`config.mk`:
```
export PLATFORM = sky130hd
export DESIGN_NAME = usb_rx_sync_controller
export DESIGN_NICKNAME = d
export VERILOG_FILES = /design/src/rtl/usb_rx_sync_controller.sv
export SDC_FILE = /design/constraint.sdc
export NUM_CORES = 1
export LEC_CHECK = 0
export CORE_MARGIN = 2
export CORE_UTILIZATION = 57
export CTS_BUF_LIST = sky130_fd_sc_hd__clkbuf_16
export DETAILED_ROUTE_END_ITERATION = 8
export HOLD_SLACK_MARGIN = 0.03
export MAX_ROUTING_LAYER = met4
export PLACE_DENSITY = 0.79
export SYNTH_ARGS = -nofsm -noshare
export SYNTH_HDL_FRONTEND = slang
export SYNTH_SLANG_ARGS = --single-unit
export TNS_END_PERCENT = 30
```
`constraint.sdc`:
```
create_clock -name clk -period 2.5 [get_ports clk]
set_input_delay 0.5 -clock clk [delete_from_list [all_inputs] [get_ports clk]]
set_output_delay 0.5 -clock clk [all_outputs]
set_load 0.03 [all_outputs]
```
`src/rtl/usb_rx_sync_controller.sv`:
```
// Full-speed USB receive sequencer: qualifies bus idle, hunts SYNC, NRZI-decodes and
// un-stuffs the packet body, and frames EOP/errors. Everything advances on bit_strobe samples.
module usb_rx_sync_controller #(
  parameter int unsigned IDLE_J_MIN     = 2,
  parameter int unsigned SYNC_MIN_ZEROS = 5,
  parameter int unsigned EOP_SE0_MAX    = 3
) (
  input  logic       clk,
  input  logic       rst,
  input  logic       bit_strobe,
  input  logic [1:0] line_state_sync,
  input  logic       rx_enable,
  output logic       rx_active,
  output logic       rx_bit,
  output logic       rx_bit_valid,
  output logic       eop_detected,
  output logic       rx_error,
  output logic [1:0] err_code,
  output logic [2:0] state
);

  typedef enum logic [2:0] {
    ST_IDLE   = 3'd0,
    ST_SYNC   = 3'd1,
    ST_ACTIVE = 3'd2,
    ST_EOP    = 3'd3,
    ST_ERROR  = 3'd4
  } state_e;

  typedef enum logic [1:0] {
    LS_SE0 = 2'b00,
    LS_K   = 2'b01,
    LS_J   = 2'b10,
    LS_SE1 = 2'b11
  } line_e;

  typedef enum logic [1:0] {
    ERR_NONE  = 2'd0,
    ERR_SYNC  = 2'd1,
    ERR_STUFF = 2'd2,
    ERR_LINE  = 2'd3
  } err_e;

  localparam int JW = (IDLE_J_MIN < 1) ? 1 : $clog2(IDLE_J_MIN + 1);
  localparam int SW = $clog2(EOP_SE0_MAX + 2);
  localparam logic [JW-1:0] J_MIN    = JW'(IDLE_J_MIN);
  localparam logic [3:0]    ZERO_MIN = 4'(SYNC_MIN_ZEROS);
  localparam logic [SW-1:0] SE0_MAX  = SW'(EOP_SE0_MAX);

  state_e        state_q, state_d;
  logic [JW-1:0] j_cnt_q, j_cnt_d;
  logic [3:0]    zero_cnt_q, zero_cnt_d;
  logic [2:0]    ones_cnt_q, ones_cnt_d;
  logic [SW-1:0] se0_cnt_q, se0_cnt_d;
  line_e         prev_q, prev_d;
  err_e          err_code_q, err_code_d, err_cause;
  logic          rx_active_d, rx_bit_d, rx_bit_valid_d, eop_d, err_d, go_err;

  line_e ls;
  logic  is_jk;
  logic  dbit;

  assign ls    = line_e'(line_state_sync);
  assign is_jk = (ls == LS_J) || (ls == LS_K);
  // NRZI: an unchanged line level decodes as 1, a transition as 0.
  assign dbit  = (ls == prev_q);

  assign state    = state_q;
  assign err_code = err_code_q;

  always_comb begin
    // NOTE: every variable gets a default before any branch, so no path can infer a latch.
    state_d        = state_q;
    j_cnt_d        = j_cnt_q;
    zero_cnt_d     = zero_cnt_q;
    ones_cnt_d     = ones_cnt_q;
    se0_cnt_d      = se0_cnt_q;
    prev_d         = prev_q;
    rx_bit_d       = rx_bit;
    rx_bit_valid_d = 1'b0;
    eop_d          = 1'b0;
    err_d          = 1'b0;
    err_code_d     = err_code_q;
    go_err         = 1'b0;
    err_cause      = ERR_NONE;

    if (!rx_enable) begin
      state_d    = ST_IDLE;
      j_cnt_d    = '0;
      zero_cnt_d = '0;
      ones_cnt_d = '0;
      se0_cnt_d  = '0;
      prev_d     = LS_J;
    end else if (bit_strobe) begin
      unique case (state_q)
        ST_IDLE: begin
          if (ls == LS_J) begin
            if (j_cnt_q < J_MIN) j_cnt_d = j_cnt_q + 1'b1;
          end else if ((ls == LS_K) && (j_cnt_q >= J_MIN)) begin
            // The SOP K is itself the first decoded zero of SYNC.
            state_d    = ST_SYNC;
            prev_d     = LS_K;
            zero_cnt_d = 4'd1;
            j_cnt_d    = '0;
          end else begin
            j_cnt_d = '0;
          end
        end

        ST_SYNC: begin
          if (!is_jk) begin
            go_err    = 1'b1;
            err_cause = ERR_SYNC;
          end else begin
            prev_d = ls;
            if (!dbit) begin
              if (zero_cnt_q != 4'hF) zero_cnt_d = zero_cnt_q + 4'd1;
            end else if (zero_cnt_q >= ZERO_MIN) begin
              // The terminating SYNC one counts toward the first stuffing run.
              state_d    = ST_ACTIVE;
              ones_cnt_d = 3'd1;
            end else begin
              go_err    = 1'b1;
              err_cause = ERR_SYNC;
            end
          end
        end

        ST_ACTIVE: begin
          if (ls == LS_SE0) begin
            state_d   = ST_EOP;
            se0_cnt_d = SW'(1);
          end else if (ls == LS_SE1) begin
            go_err    = 1'b1;
            err_cause = ERR_LINE;
          end else begin
            prev_d = ls;
            if (ones_cnt_q == 3'd6) begin
              if (dbit) begin
                go_err    = 1'b1;
                err_cause = ERR_STUFF;
              end else begin
                ones_cnt_d = '0;
              end
            end else begin
              rx_bit_d       = dbit;
              rx_bit_valid_d = 1'b1;
              ones_cnt_d     = dbit ? ones_cnt_q + 3'd1 : 3'd0;
            end
          end
        end

        ST_EOP: begin
          if (ls == LS_SE0) begin
            if (se0_cnt_q >= SE0_MAX) begin
              go_err    = 1'b1;
              err_cause = ERR_LINE;
            end else begin
              se0_cnt_d = se0_cnt_q + 1'b1;
            end
          end else if (ls == LS_J) begin
            eop_d     = 1'b1;
            state_d   = ST_IDLE;
            j_cnt_d   = JW'(1);
            se0_cnt_d = '0;
          end else begin
            go_err    = 1'b1;
            err_cause = ERR_LINE;
          end
        end

        ST_ERROR: begin
          // Reuse j_cnt for the recovery run; leaving with a full count makes the next K an SOP.
          if (ls == LS_J) begin
            if (j_cnt_q >= J_MIN - 1'b1) begin
              state_d = ST_IDLE;
              j_cnt_d = J_MIN;
            end else begin
              j_cnt_d = j_cnt_q + 1'b1;
            end
          end else begin
            j_cnt_d = '0;
          end
        end

        default: state_d = ST_IDLE;
      endcase

      if (go_err) begin
        state_d    = ST_ERROR;
        j_cnt_d    = '0;
        err_d      = 1'b1;
        err_code_d = err_cause;
      end
    end

    rx_active_d = (state_d == ST_ACTIVE) || (state_d == ST_EOP);
  end

  // NOTE: sequential state uses non-blocking assignments so every register samples pre-edge values.
  always_ff @(posedge clk) begin
    if (rst) begin
      state_q      <= ST_IDLE;
      j_cnt_q      <= '0;
      zero_cnt_q   <= '0;
      ones_cnt_q   <= '0;
      se0_cnt_q    <= '0;
      prev_q       <= LS_J;
      err_code_q   <= ERR_NONE;
      rx_active    <= 1'b0;
      rx_bit       <= 1'b0;
      rx_bit_valid <= 1'b0;
      eop_detected <= 1'b0;
      rx_error     <= 1'b0;
    end else begin
      state_q      <= state_d;
      j_cnt_q      <= j_cnt_d;
      zero_cnt_q   <= zero_cnt_d;
      ones_cnt_q   <= ones_cnt_d;
      se0_cnt_q    <= se0_cnt_d;
      prev_q       <= prev_d;
      err_code_q   <= err_code_d;
      rx_active    <= rx_active_d;
      rx_bit       <= rx_bit_d;
      rx_bit_valid <= rx_bit_valid_d;
      eop_detected <= eop_d;
      rx_error     <= err_d;
    end
  end

endmodule

```
# After elaboration in Yosys (flattened, before gate mapping)
# Cells that the tools add are included.
# Widths: inputs -> output; s select.
[classes] addsub=4 order_cmp=5 eq_ne=28 muxes=75 bitwise=7 n_reduce_logical=21
[ops] cell="$mux 3" count=25
[ops] cell="$mux 2" count=19
[ops] cell="$mux 4" count=5
[ops] cell="$ne 2x2->1 const B" count=10
[ops] cell="$mux 1" count=18
[ops] cell="$pmux 2 s3" count=3
[ops] cell="$ne 3x3->1 const B" count=5
[ops] cell="$pmux 3 s5" count=1
[ops] cell="$reduce_and 7->1" count=2
[ops] cell="$eq 3x2->1 const B" count=4
[ops] cell="$pmux 3 s2" count=2
[ops] cell="$reduce_and 5->1" count=2
[ops] cell="$ne 4x4->1 const B" count=2
[ops] cell="$pmux 4 s2" count=1
[ops] cell="$reduce_and 8->1" count=1
[ops] cell="$not 1->1" count=7
[ops] cell="$add 3x1->3 const B" count=2
[ops] cell="$eq 3x3->1 const B" count=2
[ops] cell="$reduce_and 6->1" count=1
[ops] cell="$reduce_bool 2->1" count=3
[ops] cell="$reduce_or 6->1" count=1
[ops] cell="$reduce_or 5->1" count=1
[ops] cell="$add 4x1->4 const B" count=1
[ops] cell="$eq 2x2->1 const B" count=2
[ops] cell="19 further kinds" count=20
[word_totals] reg_bits=24 wordCells=152

# Longest topological paths before layout
# Gate-level depths: netlist of the first run.
[depth] word_depth=13 ltp_mapped=9 mapped_depth_nobuf=7

# Worst setup path after synthesis of the first run
# Ideal clock, no wire load.
[synth_path] path_kind="input to register" startpoint="input line_state_sync[0]" endpoint="register zero_cnt_q[0]" setup_ns=0.134 arrival_ns=1.966 t_required_ns=2.366 path_slack_ns=0.400 stages=7 path_cell_list="inv_1 ha_1 buf_6 or4_4 a211o_1 nor3_2 a211oi_1"
[synth_via] elab_chain_len=4 elab_cells_between_ends=10 classes_between="eq/ne (7); reduce/logical (3)"
[synth_lines] element="from (decl)" line_no="11" text="input logic [1:0] line_state_sync,"
[synth_lines] element="$eq 2x1->1 / $eq 2x2->1 (equally long branches)" line_no="64, 99, 97"
[synth_lines] element="$logic_and 1x1->1 / $logic_or 1x1->1 (equally long branches)" line_no="99, 64"
[synth_lines] element="$ne 2x2->1 (no source line)"
[synth_lines] element="$reduce_and 7->1 (no source line) (*)"
[synth_lines] element="to (signal assigned)" line_no="218" text="zero_cnt_q <= zero_cnt_d;"
[synth_lines] element="to (decl)" line_no="52" text="logic [3:0] zero_cnt_q, zero_cnt_d;"
# Mark *: on every way between the ends. The rest lies on a longest branch, timed or not.
# A chain may end at the register's enable or synchronous reset.

# Worst setup path in the final report of the first run
# Same ends and word-level chain as after synthesis.

==> out/results.ini, run 1 <==
[floorplan]
die_x_um = 59.5
ios = 16
initial_core_util_pct = 58.5
dieArea_um2 = 3540
core_area_um2 = 3000
rows = 20
dieHeight_um = 59.5

[logic_synthesis]
yosysMostFrequentCell = dfxtp_1
syn_nets = 238
ys_seq_area_share_pct = 27.4
synth_seq_cells = 24
synth_top_area_share_pct = 27.4
synth_area_per_cell_um2 = 8.10
synth_edf_count = 0
async_flop_share_pct = 0
synth_largest_area_cell = dfxtp_1
yosysUniqueCellTypes = 61
synthCells = 217
yosysWarnings = 0
synthTopCellsByCount = 24 x dfxtp_1, 20 x a21oi_1, 15 x ha_1, 15 x inv_1, 14 x nor2_1
ys_top_cells_by_area = dfxtp_1 27%, ha_1 11%, a21oi_1 5.7%, inv_1 3.2%, nor2_1 3.0%
ys.flop_type = dfxtp_1
netlist_area_um2 = 1760

[detailed_routing]
first_pass_iters = 4
drt-initial-drc-count = 97
vias_per_cell = 6.21
avgRoutedWirePerCell_um = 15.6
drc_errors = 0
routed_wl_mm = 4.36
ant_nets = 0
num_vias = 1732

[place]
port_buffers = 15
hpwl_mm = 3.48
pre_cts_ws_ns = -0.115
post_dp_cell_area_um2 = 2060
gp_congestion = 0.973

[finish]
drive_gt1_share_pct = 17.5
fin_nets = 269
syn_to_final_growth_pct = 22.1
insertedDiodeCount = 0
stdcell_area_um2 = 2140

[sta]
hold_viol = 0
max_slew.worst_pin.slew_ns = 0.594
finalCriticalPeriod_ns = 2.37
report.final.setup_viol = 0
period_share_pct = 94.6
slew_viol_final = 0
fmax_mhz = 423
finalClockSkew_ns = 0.00525
hold_ws_ns = 0.477
rsz0062_at_grt = no
slew_headroom_pct = 60.3
setup_ws_ns = 0.134

[clock_tree]
root_buffer = clkbuf_16
cts_buffers = 3
cts_htree_levels = 1
cts_buffer_depth = 2
clock_latency_ns = 0.25
cts_tree = yes
cts_sinks = 24
clkTransAtPathRegs_ns = 0.06
post_cts_buffers = 0

[setup_path]
endpoint_kind = register
cp_num_buf_inv = 2
cp_slowest_cell = or4_4
slowest_delay_ns = 0.54
path_delay_family = simple AND/OR/NAND/NOR gates
crit_chain = clkdlybuf4s50_1 > inv_1 > ha_1 > or4_4 > a211o_1 > nor3_2 > a211oi_1
critPathArrivalTime_ns = 2.50
crit_fanout = 3
path_class = primary input to register
cp.required_ns = 2.63
startpoint_type = primary input

[grt]
grt_usage_pct = 28.2
grt_pass1_wl_mm = 7.39
antenna_found_initial = 0
grt_pass1_vias = 1676
gr-total-overflow = 0
grt_max_degree = 21

[run]
max_cap_viol_count = 0

[status]
status = completed

[pwr]
leakagePower_uw = 0.000854
peakVddDrop_v = 0.000226
powerDensity_nw_per_um2 = 375

[hold_path]
min_path_type = register to register

## per-layer routing
layer  global-route usage, %  part of all wire [%]  vias up
met2                    47.1                    49       67
met1                    33.8                    45      811
li1                        -                     -      846
met3                    3.93                   4.9        8
met5                       -                     0        -
met4                    11.7                   1.3        0
## repair_timing
item,CTS,global route
resized for setup,0,1
endpoints found under the setup margin,0,1
hold buffers,0,0
## state kept, by name, summed over array words and instances, names as in the netlist
signal and count:
zero_cnt_q 4, ones_cnt_q 3, se0_cnt_q 3, state 3, err_code 2, j_cnt_q 2, prev_q 2, eop_detected 1
rx_active 1, rx_bit 1, rx_bit_valid 1, rx_error 1
## where the power goes
group          switching, µW  internal (µW)  leakage, µW
Clock                    127            211    0.0000370
Combinational           45.6           37.2     0.000624
Sequential             0.487            383     0.000193
## cell type report
type | instances | area [µm²]
Inverter | 15 | 56.3
Timing Repair Buffer | 39 | 330
Multi-Input combinational cell | 165 | 1160
Sequential cell | 24 | 480
Clock buffer | 3 | 75.1
Fill cell | 242 | 858
Tap cell | 33 | 41.3
## kinds of logic (layout without fill, tap and decap cells)
kind of cell	Yosys count	after routing	share of synthesized area [%]
AOI/OAI and AO/OA	65	65	25.6
xor gates and xnor gates	2	2	0.997
adders and majority gates	15	15	10.7
buffers and inverters	28	57	6.91
DFF	24	24	27.4
muxes	4	4	2.28
and+or+nand+nor	79	79	26.2
## worst paths after layout
check / endpoint / slack, ns / start / cells after the start
max: zero_cnt_q[0] / 0.13 / line_state_sync[0] / 7
min: se0_cnt_q[1] / 0.48 / se0_cnt_q[1] / 2
max reg2reg: se0_cnt_q[1] / 0.41 / se0_cnt_q[0] / 7
min reg2reg: se0_cnt_q[1] / 0.48 / se0_cnt_q[1] / 2
## cell usage in the layout, fill, tap and decap left out, types with 2 or more instances in the layout
| master | netlist | layout |
|---|---|---|
| a211oi_1 | 4 | 4 |
| a211oi_2 | 2 | 2 |
| a21o_1 | 2 | 2 |
| a21oi_1 | 20 | 20 |
| a22oi_1 | 3 | 3 |
| a41o_1 | 2 | 2 |
| and3_1 | 3 | 3 |
| buf_4 | 0 | 24 |
| clkbuf_16 | 0 | 3 |
| clkdlybuf4s50_1 | 0 | 15 |
| dfxtp_1 | 24 | 24 |
| ha_1 | 15 | 15 |
| inv_1 | 15 | 15 |
| mux2i_1 | 4 | 4 |
| nand2_1 | 13 | 13 |
| nand2b_1 | 3 | 3 |
| nand3_1 | 10 | 10 |
| nand4_1 | 3 | 3 |
| nor2_1 | 14 | 14 |
| nor2b_1 | 4 | 4 |
| nor3_1 | 6 | 6 |
| nor4b_2 | 1 | 2 |
| o21ai_0 | 10 | 10 |
| o21ai_1 | 4 | 4 |
| o31ai_1 | 2 | 2 |
| o41ai_1 | 3 | 3 |
| or2_1 | 2 | 2 |
| or3b_1 | 2 | 2 |
| xor2_1 | 2 | 2 |
## worst min-delay path: stages, from the launching register on
cell	delay, ns
dfxtp_1	0.32
nand2_1	0.06
a21oi_1	0.05
## through the flow
step                      std cells  utilization [%]  total power [µW]  TNS [ns]
final                           279             71.4               804         0
after global routing            279             71.4               830         0
after global placement          276             68.7               470    -0.102
after floorplan                 217                -               431         0
after detailed placement        276             68.7               473    -0.829
after CTS                       279             71.2               809         0
Power figures use the tool's default switching activity.
==> inputs of run 2 (changes only) <==
Settings changed: CORE_UTILIZATION 57 to 52, PLACE_DENSITY 0.79 to 0.76, RECOVER_POWER set to 50, SETUP_SLACK_MARGIN set to 0.3.
Clock period 2.5 ns to 2.1 ns, I/O delays scaled along.
==> run 2 against run 1 <==
Sequential share of layout area down 3.2 points. Setup slack better by 0.022 ns. Global-route usage hardly changed. Final cell count is 13% higher. Critical path type unchanged. Largest power group unchanged. Highest routed layer unchanged.
==> out/results.ini, run 2 (synthesized netlist as in run 1, its figures left out) <==
[sta]
rsz0062_at_grt = yes
setup_tns_ns = 0  ; unchanged
hold_viol = 0  ; unchanged
max_slew.worst_pin.slew_ns = 0.422  ; -0.173 ns
finalClockSkew_ns = 0.00499  ; -0.000254 ns
finalCriticalPeriod_ns = 1.94
fmax_mhz = 514
slew_viol_final = 0  ; unchanged
report.final.setup_viol = 0  ; unchanged
period_share_pct = 92.6
hold_ws_ns = 0.468  ; -0.00950 ns
slew_headroom_pct = 71.8  ; +12 points

[setup_path]
slowest_delay_ns = 0.53  ; about the same
r2r_cells = 7  ; unchanged
cp.required_ns = 2.27  ; -0.36 ns
path_delay_family = buffers and inverters
crit_chain = clkdlybuf4s50_1 > clkbuf_1 > inv_1 > nor2_1 > nand4_1 > a22oi_1
cp_num_buf_inv = 3  ; +1
ff2ff_setup_slack_ns = 0.21  ; -0.20 ns
cp_slowest_cell = clkdlybuf4s50_1
crit_fanout = 8  ; +5
path_class = primary input to register
reg2reg_to = zero_cnt_q[1]
endpoint_kind = register
critPathArrivalTime_ns = 2.11  ; -0.39 ns
startpoint_type = primary input
regToRegStartpoint = j_cnt_q[0]

[finish]
regMostFlops = zero_cnt_q
final_cell_mix = 40 x buf_4, 18 x a21oi_1, 16 x dfxtp_1
drive_gt1_share_pct = 36.9  ; +19 points
final_common_cell = buf_4
largest_reg_flops = 4  ; unchanged
insertedDiodeCount = 0  ; unchanged
fin_nets = 291  ; +8.2%
syn_to_final_growth_pct = 46.7
stdcell_area_um2 = 2580  ; +20%

[pwr]
power.share.combinational_pct = 14.2  ; +3.9 points
switching_share_pct = 22.9  ; +1.4 points
internal_power_uw = 772  ; +22%
p_seq_share_pct = 45.3  ; -2.4 points
leakagePower_uw = 0.00104  ; +22%
peakVddDrop_v = 0.000304  ; +35%
power_frac_clock_pct = 40.4  ; -1.6 points
p_sw_uw = 229  ; +33%
powerDensity_nw_per_um2 = 389  ; +3.7%

[detailed_routing]
num_vias = 1911  ; +10%
drt-initial-drc-count = 134  ; +38%
routed_wl_mm = 5.54  ; +27%
ant_nets = 0  ; unchanged
drc_errors = 0  ; unchanged
vias_per_cell = 6.09  ; -2.0%
first_pass_iters = 4  ; unchanged
avgRoutedWirePerCell_um = 17.6  ; +13%

[hold_path]
hold_start = err_code[0]
min_path_type = register to register
whs_path_depth = 1  ; -1
whs_endpoint = err_code[0]

[clock_tree]
cts_tree = yes
cts_buffers = 3  ; unchanged
cts_buffer_depth = 2  ; unchanged
cts_htree_levels = 1  ; unchanged
clkTransAtPathRegs_ns = 0.06  ; about the same
cts_sinks = 24  ; unchanged
root_buffer = clkbuf_16
clock_latency_ns = 0.25  ; about the same

[place]
post_dp_cell_area_um2 = 2210  ; +7.3%
hpwl_mm = 3.50  ; +0.49%
port_buffers = 15  ; unchanged
gp_congestion = 0.893  ; -8.3%

[floorplan]
rows = 21  ; +5.0%
initial_core_util_pct = 53.5  ; -5.0 points
dieArea_um2 = 3860  ; +8.9%
die_x_um = 62.1  ; +4.4%
core_area_um2 = 3280  ; +9.4%
dieHeight_um = 62.1  ; +4.4%
ios = 16  ; unchanged

[grt]
gr-total-overflow = 0  ; unchanged
grt_usage_pct = 28.2  ; about the same
grt_pass1_wl_mm = 8.49  ; +15%
grt_max_degree = 20  ; -4.8%
antenna_found_initial = 0  ; unchanged
grt_pass1_vias = 1801  ; +7.5%

[status]
status = completed

[run]
max_cap_viol_count = 0  ; unchanged

==> run 2: cell count changes in the layout (fill, tap and decap cells not counted), moves of 6 or more <==
cell,previous run,this run
buf_4,24,40
dfxtp_2,0,6
ha_1,15,8
ha_4,0,6
dfxtp_1,24,16
clkdlybuf4s50_1,15,4
dlygate4sd3_1,0,7
==> run 2: how the worst max path moves through the flow <==
stage / from / end / slack (ns) / depth (start not counted)
after CTS: line_state_sync[1] / zero_cnt_q[1] / 0.15 / 7
after floorplan: line_state_sync[0] / zero_cnt_q[0] / 0.21 / 7
final: bit_strobe / rx_active / 0.16 / 6
after detailed placement: line_state_sync[0] / j_cnt_q[1] / -0.50 / 9
after global placement: line_state_sync[0] / j_cnt_q[1] / -0.45 / 9
after global routing: line_state_sync[0] / rx_active / 0.1 / 10
==> run 2: power by group through the flow <==
stage	Combinational, µW	Sequential [µW]	Clock [µW]
floorplan	53.4	466	0
CTS	131	455	409
finish	143	454	405
global placement	108	466	0
global route	150	454	425
detailed placement	110	466	0
==> run 2: final cells by class <==
type                            instances  area, µm²
Fill cell                             211        708
Inverter                               15       71.3
Multi-Input combinational cell        165       1370
Timing Repair Buffer                   61        512
Sequential cell                        24        495
Clock buffer                            3       75.1
Tap cell                               46       57.6
==> run 2: what timing repair did <==
item / CTS / global route
buffers inserted: 7 / 6
pin swaps: 16 / 16
resized for setup: 33 / 22
endpoints found under the setup margin: 25 / 22
hold buffers: 0 / 0
==> run 2: stage by stage <==
stage                     instances  util [%]  power, µW  setup WS (ns)
after floorplan                 217         -        520          0.210
after global placement          298      67.4        574         -0.449
after detailed placement        298      67.4        576         -0.500
after CTS                       308      75.5        995          0.150
after global routing            314      78.4       1030         0.0973
final                           314      78.4       1000          0.156
==> run 2: per-layer routing <==
metal | GRT usage, % | wire (µm) | vias to the layer above
li1 | - | - | 887
met1 | 33.9 | 2230 | 919
met2 | 48.8 | 2840 | 93
met3 | 3.26 | 333 | 12
met4 | 10.3 | 133 | 0
met5 | - | 0 | -
